File: src/rtl/td4_sequencer.sv
// td4_sequencer: TD4 fetch/execute controller with ROM handshake, run/step/halt,
// address breakpoint and ROM-timeout fault.
module td4_sequencer #(
    parameter int ROM_TIMEOUT = 15,
    parameter int COUNT_WIDTH = 8
) (
    input  logic                   clk,
    input  logic                   rst_n,
    input  logic                   run,
    input  logic                   step,
    input  logic                   halt,
    input  logic                   bp_en,
    input  logic [3:0]             bp_addr,
    output logic                   rom_req,
    output logic [3:0]             rom_addr,
    input  logic                   rom_ack,
    input  logic [7:0]             rom_data,
    output logic [3:0]             opcode,
    output logic [3:0]             imm,
    input  logic                   carry_in,
    output logic                   carry_flag,
    output logic                   exec_en,
    output logic [3:0]             pc,
    output logic                   halted,
    output logic                   fault,
    output logic [COUNT_WIDTH-1:0] instr_count
);
    typedef enum logic [1:0] {IDLE, FETCH, EXEC, FAULT} state_t;
    state_t state, state_nx;
    logic mode_run, mode_run_nx, halt_pend, halt_pend_nx, jump, stop;
    logic [7:0] tmo, tmo_nx;
    logic [3:0] pc_nx;
    assign rom_req  = state == FETCH;
    assign rom_addr = pc;
    assign exec_en  = state == EXEC;
    assign halted   = state == IDLE;
    assign fault    = state == FAULT;
    always_comb begin
        jump = opcode == 4'hf || (opcode == 4'he && !carry_flag);
        pc_nx = jump ? imm : pc + 4'd1;
        // run dropping while free-running behaves like a halt request
        stop = !mode_run || halt_pend || halt || !run || (bp_en && pc_nx == bp_addr);
        state_nx = state;
        mode_run_nx = mode_run;
        halt_pend_nx = halt_pend;
        tmo_nx = tmo;
        case (state)
            IDLE: begin
                halt_pend_nx = 1'b0;
                if (run || step) begin
                    state_nx = FETCH;
                    mode_run_nx = run;
                end
            end
            FETCH: begin
                halt_pend_nx = halt_pend || halt;
                tmo_nx = rom_ack ? 8'd0 : tmo + 8'd1;
                state_nx = rom_ack ? EXEC : (tmo == 8'(ROM_TIMEOUT - 1)) ? FAULT : FETCH;
            end
            EXEC: begin
                state_nx = stop ? IDLE : FETCH;
                halt_pend_nx = 1'b0;
            end
            default: ;
        endcase
    end
    always_ff @(posedge clk) begin
        if (!rst_n) begin
            state       <= IDLE;
            mode_run    <= 1'b0;
            halt_pend   <= 1'b0;
            tmo         <= 8'd0;
            pc          <= 4'd0;
            carry_flag  <= 1'b0;
            opcode      <= 4'd0;
            imm         <= 4'd0;
            instr_count <= '0;
        end else begin
            state     <= state_nx;
            mode_run  <= mode_run_nx;
            halt_pend <= halt_pend_nx;
            tmo       <= tmo_nx;
            if (state == FETCH && rom_ack) begin
                opcode <= rom_data[7:4];
                imm    <= rom_data[3:0];
            end
            if (state == EXEC) begin
                carry_flag  <= carry_in;
                pc          <= pc_nx;
                instr_count <= instr_count + COUNT_WIDTH'(1);
            end
        end
    end
endmodule

File: config.mk
export PLATFORM = sky130hd
export DESIGN_NAME = td4_sequencer
export DESIGN_NICKNAME = d
export VERILOG_FILES = /design/src/rtl/td4_sequencer.sv
export SDC_FILE = /design/constraint.sdc
export NUM_CORES = 1
export LEC_CHECK = 0
export ABC_CLOCK_PERIOD_IN_PS = 2310
export BUFFER_PORTS_ARGS = -buffer_cell sky130_fd_sc_hd__buf_2
export CAP_MARGIN = 10
export CORE_MARGIN = 2
export CORE_UTILIZATION = 51
export CTS_CLUSTER_DIAMETER = 40
export DETAILED_ROUTE_END_ITERATION = 8
export PLACE_DENSITY = 0.79
export SLEW_MARGIN = 10
export SYNTH_ARGS = -nofsm -noshare
export SYNTH_HDL_FRONTEND = slang
export SYNTH_SLANG_ARGS = --single-unit
export TNS_END_PERCENT = 1
File: constraint.sdc
create_clock -name clk -period 2.31 [get_ports clk]
set_clock_uncertainty 0.15 [all_clocks]
set_input_delay 0.231 -clock clk [delete_from_list [all_inputs] [get_ports clk]]
set_output_delay 0.231 -clock clk [all_outputs]
set_load 0.01 [all_outputs]
After elaboration in Yosys (flattened, before gate mapping)
Cells that the tools add are included.
{ "op_classes": {"addsub": 3, "n_eq_ne": 8, "mux": 8, "reduce_logical": 19} }
{ "ops": {"columns": ["operator", "n"], "rows": [
  ["$add A8 B1 Y8 const B", 2],
  ["$eq A4 B4 Y1 const B", 2],
  ["$eq A8 B4 Y1 const B", 1],
  ["$mux W8", 1],
  ["$logic_or A1 B1 Y1", 7],
  ["$mux W2", 3],
  ["$pmux W2 S3", 1],
  ["$add A4 B1 Y4 const B", 1],
  ["$eq A2 B2 Y1 const B", 2],
  ["$eq A4 B4 Y1", 1],
  ["$mux W4", 1],
  ["$reduce_and A2 Y1", 2],
  ["$logic_and A1 B1 Y1", 3],
  ["$logic_not A1 Y1", 3],
  ["$reduce_bool A3 Y1", 1],
  ["$eq A2 B1 Y1 const B", 1],
  ["$logic_not A2 Y1", 1],
  ["$ne A2 B1 Y1 const B", 1],
  ["$pmux W1 S2", 1],
  ["$reduce_bool A2 Y1", 1],
  ["$reduce_or A2 Y1", 1],
  ["$mux W1", 1]
]} }
{ "word_totals": {"reg_bits": 33, "inputBits": 20, "output_inout_bits": 29} }

Depth between registers and ports, before layout
{ "depth": {"ltp_word": 9, "depth_mapped": 8, "mapped_depth_nobuf": 7} }

Least setup slack after synthesis
No wires, ideal clock.
{ "synth_timing": {"kind": "flip-flop to flip-flop", "startpoint": "reg state[0]", "endpoint": "reg state[0]", "setup_ns": 0.074, "arrival_ns": 1.512, "t_required_ns": 2.086, "slack_ns": 0.573, "path_stages_with_launch": 8, "n_path_buf": 0, "synth_period_minus_slack_ns": 1.737, "path_cell_list": "dfxtp_1 > inv_1 > ha_1 > or3b_1 > and3_4 > o41ai_2 > o211ai_1 > a31oi_1"} }
{ "synth_between": {"elab_chain_len": 3, "elab_cells_between_ends": 7, "cone_classes": "eq/ne (3); mux (1); reduce/logical (3)"} }
{ "synth_lines": {"columns": ["element", "line", "rtl"], "rows": [
  ["start: declaration", "29", "state_t state, state_nx;"],
  ["start signal: assignment", "79", "state <= state_nx;"],
  ["$logic_not A2 Y1 (*)", null, null],
  ["via halted", "24", "output logic halted,"],
  ["$ne A2 B1 Y1 (no line) or $reduce_bool A3 Y1 (tied branches)", null, null],
  ["$reduce_and A2 Y1 (no line)", null, null]
]} }
Mark *: on every way through the listed nets, which the timed path passes. The rest lies on a longest branch.
A chain may end at the register's enable or synchronous reset.

Worst setup path after layout
{ "layout_timing": {"startpoint": "reg state[0]", "endpoint": "out exec_en"} }
{ "layout_between": {"elab_chain_len": 1} }
{ "layout_lines": {"columns": ["element", "line", "rtl"], "rows": [
  ["$eq A2 B2 Y1", "35", "assign exec_en = state == EXEC;"],
  ["end: declaration", "22", "output logic exec_en,"]
]} }
No other way between the ends.

==> impl_metrics.tcl <==
set metrics [dict create \
    status "completed" \
    yosysWarnings 0 \
    drt-total-wl_um 3790 \
    seq_area_frac_synth_pct 38.7 \
    fin_hold_ws_ns 0.0123 \
    dr.pass1.iters 4 \
    port_buffers 48 \
    synth_area_leaders "dfxtp_1 (39%), ha_1 (6.6%), nor2_1 (5.1%), nand2_1 (4.6%), a21oi_1 (4.4%)" \
    vias 1660 \
    vdd_ir_drop_max_v 0.000443 \
    syn_inst 204 \
    cts.sinks 33 \
    post_drt_wl_per_cell_um 12.3 \
    grt_antenna_before_repair 0 \
    synth_largest_area_cell "dfxtp_1" \
    clk_path_buf_depth 2 \
    finalSetupTns_ns 0 \
    use_met1_pct 28.7 \
    synth_seq_cells 33 \
    coreArea_um2 3280 \
    die_area_um2 3830 \
    placementRows 21 \
    synth_edf_count 0 \
    cts_tree "yes" \
    synthArstFlopShare_pct 0 \
    cts_buffers 5 \
    place_area_um2 1970 \
    fin_crit_ns 1.90 \
    syn_nets 233 \
    hold_violations 0 \
    dp_cells 291 \
    startpoint_type "flop" \
    worst_pin_slew_ns 0.341 \
    clk-insertion-delay-late_ns 0.34 \
    cp_max_fo 9 \
    hold_path_depth 3 \
    area_growth_pct 25.7 \
    clkTransAtPathRegs_ns 0.10 \
    slew_headroom_pct 77.1 \
    die_y_um 61.9 \
    use_met3_pct 5.59 \
    min_path_type "in -> reg" \
    htreeDepth 2 \
    worst_setup_path_end_kind "primary output" \
    busiest_layer "met2" \
    cts-root-buf "clkbuf_4" \
    rsz0062_at_grt "false" \
    routabilityCongestion 0.808 \
    grt_pass1_vias 1465 \
    period_share_pct 82.3 \
    grt_start_max_net_pins 16 \
    maxCapViolCount 0 \
    grt.overflow.total 0 \
    rr_worst_depth 7 \
    multiInputGateArea_um2 972 \
    clock.fmax_mhz 526 \
    cp.required_ns 1.93 \
    drtAntennaViolNets 0 \
    diodes 0 \
    setup_viol 0 \
    crit_arrival_ns 1.52 \
    final_nets 290 \
    fin_cells 308 \
    fillerInstances 299 \
    dp_hpwl_um 2760 \
    drc_errors 0 \
    synth_common_cells "dfxtp_1 (33), nor2_1 (23), nand2_1 (21)" \
    yosysMostFrequentCell "dfxtp_1" \
    criticalPathCategory "reg -> out" \
    grt_use_met2_pct 36.7 \
    synth_top_flop_cell "dfxtp_1" \
    ios 49 \
    synthDistinctLibCells 41 \
    start_util_pct 52.0 \
    viasPerCell 5.39 \
    grtUsageTotal_pct 22.3 \
    drive_above_1_share_pct 24.8 \
    p_leak_uw 0.000948 \
    slew_violations 0 \
    design_area_um2 2150 \
    yosysTopAreaCellShare_pct 38.7 \
    die_w_um 61.9 \
    syn_area_um2 1710 \
    avgSynthCellArea_um2 8.37 \
    grt_first_pass_wirelength_um 6310 \
    p_per_area_nw_per_um2 649 \
    seqCellArea_um2 661 \
    first_iter_violations 91 \
    post-route-util_pct 65.4 \
]
[critical path: stages, from the launching register on]
cell     delay [ns]
dfxtp_1        0.43
inv_1          0.09
ha_1           0.32
buf_4          0.21
buf_2          0.14
[worst paths after layout]
| kind | from | to | slack (ns) |
|---|---|---|---|
| setup / recovery | state[0]$_SDFFE_PN0P_ | exec_en | 0.41 |
| hold / removal | run | mode_run$_SDFFE_PN0P_ | 0.01 |
| setup reg to reg | state[1]$_SDFFE_PN0P_ | state[0]$_SDFFE_PN0P_ | 0.49 |
| hold reg to reg | instr_count[7]$_SDFFE_PN0P_ | instr_count[7]$_SDFFE_PN0P_ | 0.34 |
[cell usage in the layout, fill, tap and decap left out, types with 6 or more instances in the layout]
master         instances
xor2_1                 7
nand4_1                6
dfxtp_1               33
o21ai_0               11
nor2_1                23
nand3_1               12
dlygate4sd3_1          9
a21oi_1               15
nand2_1               21
ha_1                   9
buf_2                 48
[layout make-up]
cell class,count,area share [%]
inverters,5,0.874
clock buffers,7,2.56
flip-flops and latches,33,30.8
multi-input cells,156,45.3
clock inverters,1,1.40
repair buffers,60,16.4
well taps,46,2.68
[report_power, final]
group	switching, uW	internal, uW	total [uW]
Clock	202	258	460
Combinational	160	134	294
Sequential	38.7	602	641
[per-stage QoR]
| stage | worst slack, ns | total power (uW) |
|---|---|---|
| 2_1_floorplan | 0.573 | 844 |
| 3_3_place_gp | 0.564 | 930 |
| 3_5_place_dp | 0.529 | 935 |
| 4_1_cts | 0.383 | 1410 |
| 5_1_grt | 0.289 | 1480 |
| 6_report | 0.409 | 1390 |
[cells by family after synthesis]
group	synth area share [%]
adders and majority gates	6.59
AOI/OAI and AO/OA	16.0
and+or+nand+nor	26.3
buffers and inverters	4.39
xor gates and xnor gates	5.64
muxes	2.34
DFF	38.7
[sequential cells by signal (all words and copies together), names as in the netlist, 2 cells and up]
signal       cells
imm              4
instr_count      8
tmo              8
opcode           4
state            2
pc               4
[timing repair]
item | in CTS | in global routing
hold buffers | 9 | 0
buffers inserted | 0 | 0
resized for setup | 0 | 0
hold endpoints to repair | 10 | 0
[per-layer routing]
metal	vias to the layer above	part of all wire (%)
li1	830	-
met1	774	44
met2	54	49
met3	2	6.4
met4	0	0.61
met5	-	0
Power figures use the tool's default switching activity.
